### src/rtl/sync_fifo.sv
// sync_fifo: synchronous FIFO with registered or first-word-fall-through read.
// Define SYNC_FIFO_ERR_FLAGS_EN to add sticky overflow/underflow outputs.
module sync_fifo #(
  parameter int WIDTH     = 8,
  parameter int DEPTH     = 16,
  parameter int AFULL_TH  = DEPTH - 2,
  parameter int AEMPTY_TH = 2,
  parameter int FWFT      = 0
) (
  input  logic                     clk,
  input  logic                     rst_n,
  input  logic                     wr_en,
  input  logic [WIDTH-1:0]         data_in,
  input  logic                     rd_en,
  output logic [WIDTH-1:0]         data_out,
  output logic                     full,
  output logic                     empty,
  output logic                     almost_full,
  output logic                     almost_empty,
  output logic [$clog2(DEPTH):0]   count
`ifdef SYNC_FIFO_ERR_FLAGS_EN
  ,
  output logic                     overflow,
  output logic                     underflow
`endif
);

  localparam int AW = $clog2(DEPTH);
  localparam int CW = AW + 1;

  logic [WIDTH-1:0] r_mem [DEPTH];
  logic [AW:0]      r_wptr;
  logic [AW:0]      r_rptr;
  logic [CW-1:0]    r_count;
  logic             w_wr_ok;
  logic             w_rd_ok;

  assign full         = (r_count == CW'(DEPTH));
  assign empty        = (r_count == '0);
  assign almost_full  = (r_count >= CW'(AFULL_TH));
  assign almost_empty = (r_count <= CW'(AEMPTY_TH));
  assign count        = r_count;

  assign w_wr_ok = wr_en && !full;
  assign w_rd_ok = rd_en && !empty;

  always_ff @(posedge clk) begin
    if (!rst_n) begin
      r_wptr  <= '0;
      r_rptr  <= '0;
      r_count <= '0;
    end else begin
      if (w_wr_ok) r_wptr <= r_wptr + 1'b1;
      if (w_rd_ok) r_rptr <= r_rptr + 1'b1;
      case ({w_wr_ok, w_rd_ok})
        2'b10:   r_count <= r_count + 1'b1;
        2'b01:   r_count <= r_count - 1'b1;
        default: r_count <= r_count;
      endcase
    end
  end

  // Storage is deliberately left unreset; only gated off during reset.
  always_ff @(posedge clk) begin
    if (rst_n && w_wr_ok)
      r_mem[r_wptr[AW-1:0]] <= data_in;
  end

  // The wrap bits make the pointer distance equal the occupancy.
  always_ff @(posedge clk) begin
    if (rst_n)
      assert (r_count == (r_wptr - r_rptr));
  end

  generate
    if (FWFT != 0) begin : g_fwft
      assign data_out = empty ? '0 : r_mem[r_rptr[AW-1:0]];
    end else begin : g_reg
      logic [WIDTH-1:0] r_dout;
      always_ff @(posedge clk) begin
        if (!rst_n)
          r_dout <= '0;
        else if (w_rd_ok)
          r_dout <= r_mem[r_rptr[AW-1:0]];
      end
      assign data_out = r_dout;
    end
  endgenerate

`ifdef SYNC_FIFO_ERR_FLAGS_EN
  logic r_ovf;
  logic r_unf;

  always_ff @(posedge clk) begin
    if (!rst_n) begin
      r_ovf <= 1'b0;
      r_unf <= 1'b0;
    end else begin
      if (wr_en && full)  r_ovf <= 1'b1;
      if (rd_en && empty) r_unf <= 1'b1;
    end
  end

  assign overflow  = r_ovf;
  assign underflow = r_unf;
`endif

endmodule

### config.mk
export PLATFORM = sky130hd
export DESIGN_NAME = sync_fifo
export DESIGN_NICKNAME = d
export VERILOG_FILES = /design/src/rtl/sync_fifo.sv
export SDC_FILE = /design/constraint.sdc
export NUM_CORES = 1
export LEC_CHECK = 0
export ABC_AREA = 1
export BUFFER_PORTS_ARGS = -buffer_cell sky130_fd_sc_hd__buf_2
export CAP_MARGIN = 20
export CORE_AREA = 2 2 141 143
export CTS_BUF_LIST = sky130_fd_sc_hd__clkbuf_4
export DETAILED_ROUTE_END_ITERATION = 10
export DIE_AREA = 0 0 143 145
export PLACE_DENSITY_LB_ADDON = 0.12
export SLEW_MARGIN = 20
export SYNTH_ARGS = -nofsm -noshare
export SYNTH_HDL_FRONTEND = slang
export SYNTH_SLANG_ARGS = --single-unit
### constraint.sdc
create_clock -name clk -period 2.9 [get_ports clk]
set_input_delay 0.145 -clock clk [delete_from_list [all_inputs] [get_ports clk]]
set_output_delay 0.145 -clock clk [all_outputs]
set_load 0.02 [all_outputs]
**Word-level counts from Yosys, hierarchy flattened**

Memory sizes are Yosys's and may differ from the RTL's. A register that Yosys moved wholly into a read port is not among the register bits.
Cells that the tools add are included.

- Flip-flop bits (word level): 15
- Bits in latches: 0
- Bits in writable memories: 128
- ROM bits: 0
- Bits of input ports: 12
- Output and inout bits: 17
- Memories kept: 1

Memories:

| name | words | width | rd ports | clocked after memory_dff | write ports | RTL line | text |
|---|---|---|---|---|---|---|---|
| r_mem | 16 | 8 | 1 | 1 | 1 | 31 | `logic [WIDTH-1:0] r_mem [DEPTH];` |

- $add $sub $neg: 4
- Multipliers: 0
- Div/mod/pow operators: 0
- $lt $le $gt $ge: 2
- Equal/unequal tests: 3
- Shift-type cells: 0
- Multiplexer cells: 3
- Bitwise logic cells: 0
- Reductions and logical operators: 8

Operator list:

| operator | number |
|---|---|
| 5-bit by 1-bit adder with 5-bit output (second input constant) | 3 |
| 5-bit case mux with 2 select lines | 1 |
| 5-bit equality test (second input constant) | 1 |
| 5-bit by 4-bit greater-or-equal comparator with 1-bit output (second input constant) | 1 |
| 5-bit by 2-bit less-or-equal comparator with 1-bit output (second input constant) | 1 |
| 5-bit zero test | 1 |
| 5-bit by 1-bit subtractor with 5-bit output (second input constant) | 1 |
| 1-bit logical AND | 3 |
| 1-bit zero test | 3 |
| 2-bit by 1-bit equality test with 1-bit output (second input constant) | 1 |
| 2-bit equality test (second input constant) | 1 |
| 1-bit 2-to-1 mux | 2 |
| 2-bit nonzero test | 1 |

**Depth between registers and ports, before layout**

- Depth in word-level cells: 6
- Gate-level depth with buffers: 14
- Mapped depth without buffers: 13

**Worst setup path after synthesis**

No wires, ideal clock.

- Path kind: register to register
- Start: register r_count[1], in the netlist count[1]
- End: register r_count[4], in the netlist count[4]
- Setup time: 0.135 ns
- Arrival time: 2.044 ns
- Required time: 2.765 ns
- Path slack: 0.721 ns
- Cell stages (with the launch flop): 14
- Buffers on the path: 1
- Period minus slack after synthesis: 2.179 ns
- Cell sequence: dfxtp_1 > nor2_2 > nand4_2 > nand2_2 > inv_2 > buf_4 > ha_1 > fa_1 > a21oi_1 > nor2_1 > o21bai_1 > nand2_1 > nand2_1 > a21oi_1

- Longest elaborated chain between the ends: 5

RTL lines:

| item | RTL line | text |
|---|---|---|
| start: declaration | 34 | `logic [CW-1:0] r_count;` |
| start signal: assignment | 56 | `2'b10: r_count <= r_count + 1'b1;` |
| start signal: assignment | 57 | `2'b01: r_count <= r_count - 1'b1;` |
| start signal: assignment | 58 | `default: r_count <= r_count;` |
| 5-bit zero test (*) | 39 | `assign empty = (r_count == '0);` |
| 1-bit zero test (*) | 45 | `assign w_rd_ok = rd_en && !empty;` |
| 1-bit logical AND (*) | 45 |  |
| net w_rd_ok | 36 | `logic w_rd_ok;` |
| 2-bit by 1-bit equality test with 1-bit output or 2-bit equality test (tied branches) | 55 | `case ({w_wr_ok, w_rd_ok})` |
| 5-bit case mux with 2 select lines or 2-bit nonzero test (tied branches) | -- |  |

The timed path passes the listed nets; every way through them passes the cells marked *.
A chain may end at the register's enable or synchronous reset.

**Final worst setup path**

- Start: register r_count[0], in the netlist count[0]
- End: register r_count[3], in the netlist count[3]

- Longest elaborated chain between the ends: 5

RTL lines:

| item | RTL line |
|---|---|
| 5-bit equality test or 5-bit zero test (tied branches) | 38, 39 |
| 1-bit zero test, on equally long branches | 44, 45 |
| 1-bit logical AND, on equally long branches | 44, 45 |
| 2-bit by 1-bit equality test with 1-bit output or 2-bit equality test (tied branches) | 55 |
| 5-bit case mux with 2 select lines or 2-bit nonzero test (tied branches) | -- |

Several ways; a longest one is shown, not always the timed one.

==> results.md <==
Layout:
- The count of non-filler cells in the finished layout is 978.
- From synthesis to final layout, the design area changed by 10.7%.
- Leaving out fill and tap cells, the most frequent cell in the layout is sky130_fd_sc_hd__nand2_1.
- The cell area after layout is 7310 µm².
- The top cell types in the final layout, fill and taps aside, are sky130_fd_sc_hd__nand2_1, sky130_fd_sc_hd__edfxtp_1, sky130_fd_sc_hd__nand3_1.
- The share of post-route cells with drive strength above 1 is 10.9%.
- The layout has 1915 filler cells.
- The number of diodes added for antenna fixing is 0.
- The final-stage net count is 722.
- Once layout is complete, the utilization of the core stands at 38.1%.

Power and ir drop:
- Power spread over the standard cell area amounts to 758 nW/µm².
- The worst-case vdd ir drop is 0.383 mV.
- The sum of internal, switching and leakage power is 5.54 mW.
- For this design the static power due to leakage is 3.10 nW.

Clocking:
- The later pin in the worst-skew pair is clocked with a latency of 0.54 ns.
- The CTS tree is built.
- The number of hold buffers added after CTS was 8.
- The post-cts gate resize count is 0.
- CTS saw 149 sinks.
- Clock-pin slew was measured on the worst setup and hold paths at 0.13 ns.
- The post-CTS setup repair buffer count is 0.
- Clock tree synthesis inserted a total of 17 buffers.
- The maximum buffer depth of the clock tree is 2.
- The root buffer cell chosen for the clock tree is sky130_fd_sc_hd__clkbuf_4.
- In this run the number of H-tree levels came out at 4.

Place:
- The pre-CTS worst setup slack is 0.535 ns.
- The post-placement cell count is 936.
- The number of buffers added on ports is 28.
- At the end of routability-driven placement, the weighted congestion stood at 0.853.
- The placement-stage cell area is 6930 µm².
- The detailed-placement wirelength estimate is 10.2 mm.

Timing:
- The worst slew margin relative to its limit is 48.6%.
- Across all setup checks in the final design, the least slack found is 0.535 ns.
- Hold timing on the final database bottoms out at a slack of 0.0637 ns.
- Static timing analysis puts the maximum clock frequency at 423 MHz.
- The time the final worst path needs with I/O delays and setup is 2.36 ns.
- The slew at the pin with the worst max-slew slack is 0.769 ns.
- For the final routed database, the setup TNS stands at 0 ns.
- The max-slew violation count is 0.
- The share of the clock period used by the worst path is 81.5%.
- Setup repair after global routing left no endpoint under its margin.
- Across the routed clock network, the largest skew measured is 0.0187 ns.
- The number of endpoints with negative hold slack in the final report was 0.
- Setup violations remaining at the end of the flow were counted as 0.

Global route:
- Global routing finished with a remaining overflow of 0.
- Entering global routing, the biggest net connects 66 pins.
- The via count of the first global-routing pass came to 4421.
- The wire length of the first global-routing pass is 24.4 mm.
- The initial antenna violation count is 0.
- Global routing used 15.9% of the available tracks across all layers.

Worst hold path:
- In this run the worst hold path is classified as in2reg.

Synthesis:
- Summing the sequential cell areas from Yosys gives 64.6% of the chip area.
- Synthesis produced a netlist with a net count of 689.
- The number of distinct standard cells referenced by the synthesized netlist is 27.
- The async set-or-reset flop fraction in the synthesized netlist is 0%.
- During synthesis, Yosys emitted a total of 0 warnings.
- The mean post-synth cell area is 9.90 µm².
- The area of the mapped netlist is 6600 µm².
- After technology mapping, the gate count stands at 667.
- The synthesized design contains 149 register bits.
- The flip-flop cell with the highest count after synthesis is sky130_fd_sc_hd__edfxtp_1.
- The synthesized design contains 128 enable-type register cells.

Floorplanning:
- Once the floorplan was initialized, standard cells occupied 34.4% of the core.
- After floorplanning, the core was sized to cover 19200 µm².
- In this run the vertical extent of the chip is 145 µm.
- The floorplan has 51 rows.
- The die covers 20700 µm².
- The total I/O pin count is 29.
- The die width is 143 µm.

Detailed routing:
- The average wire per standard cell is 15.8 µm.
- For this run, design rule violations remaining after detail routing come to 0.
- The detailed-routing iteration count for the pre-antenna-repair pass is 5.
- The final route contains 4439 vias.
- The via density per instance is 4.54.
- In this run the remaining antenna-violating nets after routing total 0.
- The routed design has 15.4 mm of wire.
- The first-iteration detailed-routing DRC count is 371.

Run:
- Max-cap violations in this run came to 0.

Worst setup path:
- The most critical setup path has its startpoint at count[0].
- STA classifies the critical path startpoint as a register.
- For the worst setup path, the data arrival time is 2.79 ns.
- The critical setup path kind is reg2reg.
- STA puts the critical path data required time at 3.33 ns.
- In this run the worst setup path terminates at count[3].
- Setup slack on the worst reg-to-reg path comes out at 0.54 ns.
- The worst register-to-register path begins at count[0].
- The worst reg2reg path endpoint is count[3].
- The count of cells along the worst register-to-register path is 11.
- The type of element capturing the critical path is a register.
- In this run the worst path has a maximum fanout of 20.

Run status:
- The flow ran to the end, and the final reports show no timing, DRC or antenna violations.
-- how the worst min path moves through the flow --
stage	cells past startpoint	end	startpoint	slack (ns)
final	1	r_mem[7][6]	data_in[6]	0.06
after detailed placement	3	r_rptr[0]	rd_en	0.46
after floorplan	0	r_mem[0][0]	data_in[0]	0.24
after CTS	1	r_mem[7][2]	data_in[2]	0.006
after global placement	3	r_rptr[0]	rd_en	0.46
after global routing	1	r_mem[3][1]	data_in[1]	0.006
-- logic make-up (layout without fill, tap and decap cells) --
logic type | count (synthesis) | after routing | share of synthesized area [%]
and+or+nand+nor | 364 | 364 | 23.3
DFF | 149 | 149 | 64.6
xor gates and xnor gates | 3 | 3 | 0.398
AOI/OAI and AO/OA | 20 | 20 | 1.61
buffers and inverters | 121 | 167 | 8.15
adders and majority gates | 10 | 10 | 2.01
-- synth_stat cells (2+ instances only) --
cell | n | area (µm²)
sky130_fd_sc_hd__clkbuf_1 | 2 | 7.51
sky130_fd_sc_hd__ha_1 | 9 | 113
sky130_fd_sc_hd__nand2_2 | 2 | 12.5
sky130_fd_sc_hd__a21oi_1 | 10 | 50.1
sky130_fd_sc_hd__nor3b_2 | 2 | 25.0
sky130_fd_sc_hd__inv_2 | 7 | 26.3
sky130_fd_sc_hd__edfxtp_1 | 128 | 3840
sky130_fd_sc_hd__buf_6 | 5 | 56.3
sky130_fd_sc_hd__nand3_1 | 95 | 475
sky130_fd_sc_hd__dfxtp_1 | 21 | 420
sky130_fd_sc_hd__xor2_1 | 3 | 26.3
sky130_fd_sc_hd__buf_2 | 13 | 65.1
sky130_fd_sc_hd__nor2_1 | 42 | 158
sky130_fd_sc_hd__o21ai_0 | 8 | 40.0
sky130_fd_sc_hd__inv_1 | 85 | 319
sky130_fd_sc_hd__buf_4 | 8 | 60.1
sky130_fd_sc_hd__nand2_1 | 217 | 815
-- worst max-delay path: stages (launching register included) --
cell and delay [ns]:
sky130_fd_sc_hd__dfxtp_1 0.43, sky130_fd_sc_hd__inv_1 0.11, sky130_fd_sc_hd__nand4_2 0.12, sky130_fd_sc_hd__nand2_2 0.09, sky130_fd_sc_hd__inv_2 0.26, sky130_fd_sc_hd__ha_1 0.35
sky130_fd_sc_hd__ha_1 0.33, sky130_fd_sc_hd__a21oi_1 0.15, sky130_fd_sc_hd__nand2_1 0.08, sky130_fd_sc_hd__xor2_1 0.13, sky130_fd_sc_hd__o21ai_0 0.16, sky130_fd_sc_hd__inv_1 0.06
-- power breakdown --
| part | internal (mW) | total [mW] | switching [mW] |
|---|---|---|---|
| Combinational | 0.526 | 1.75 | 1.22 |
| Sequential | 2.44 | 2.53 | 0.0904 |
| Clock | 0.524 | 1.27 | 0.741 |
| Total | 3.49 | 5.54 | 2.05 |
-- sequential cells by signal, indices dropped and copies added, names as in the netlist --
register / flops
r_mem: 128
data_out: 8
count: 5
r_rptr: 4
r_wptr: 4
-- layout make-up --
type                            instances  area, µm²  share of cell area, %
Sequential cell                       149       4270                   58.4
Tap cell                              265        332                   4.54
Multi-Input combinational cell        397       1800                   24.6
Clock buffer                           19        143                   1.95
Inverter                               92        345                   4.72
Clock inverter                         13        133                   1.81
Timing Repair Buffer                   43        290                   3.97
-- per-layer routing --
metal	vias to the layer above	routed length, µm	track usage [%]
li1	2226	-	-
met1	2110	7030	21.0
met2	90	7570	26.0
met3	13	637	3.73
met4	0	177	4.16
met5	-	0	0
No activity file was read; power rests on OpenSTA's default activity.
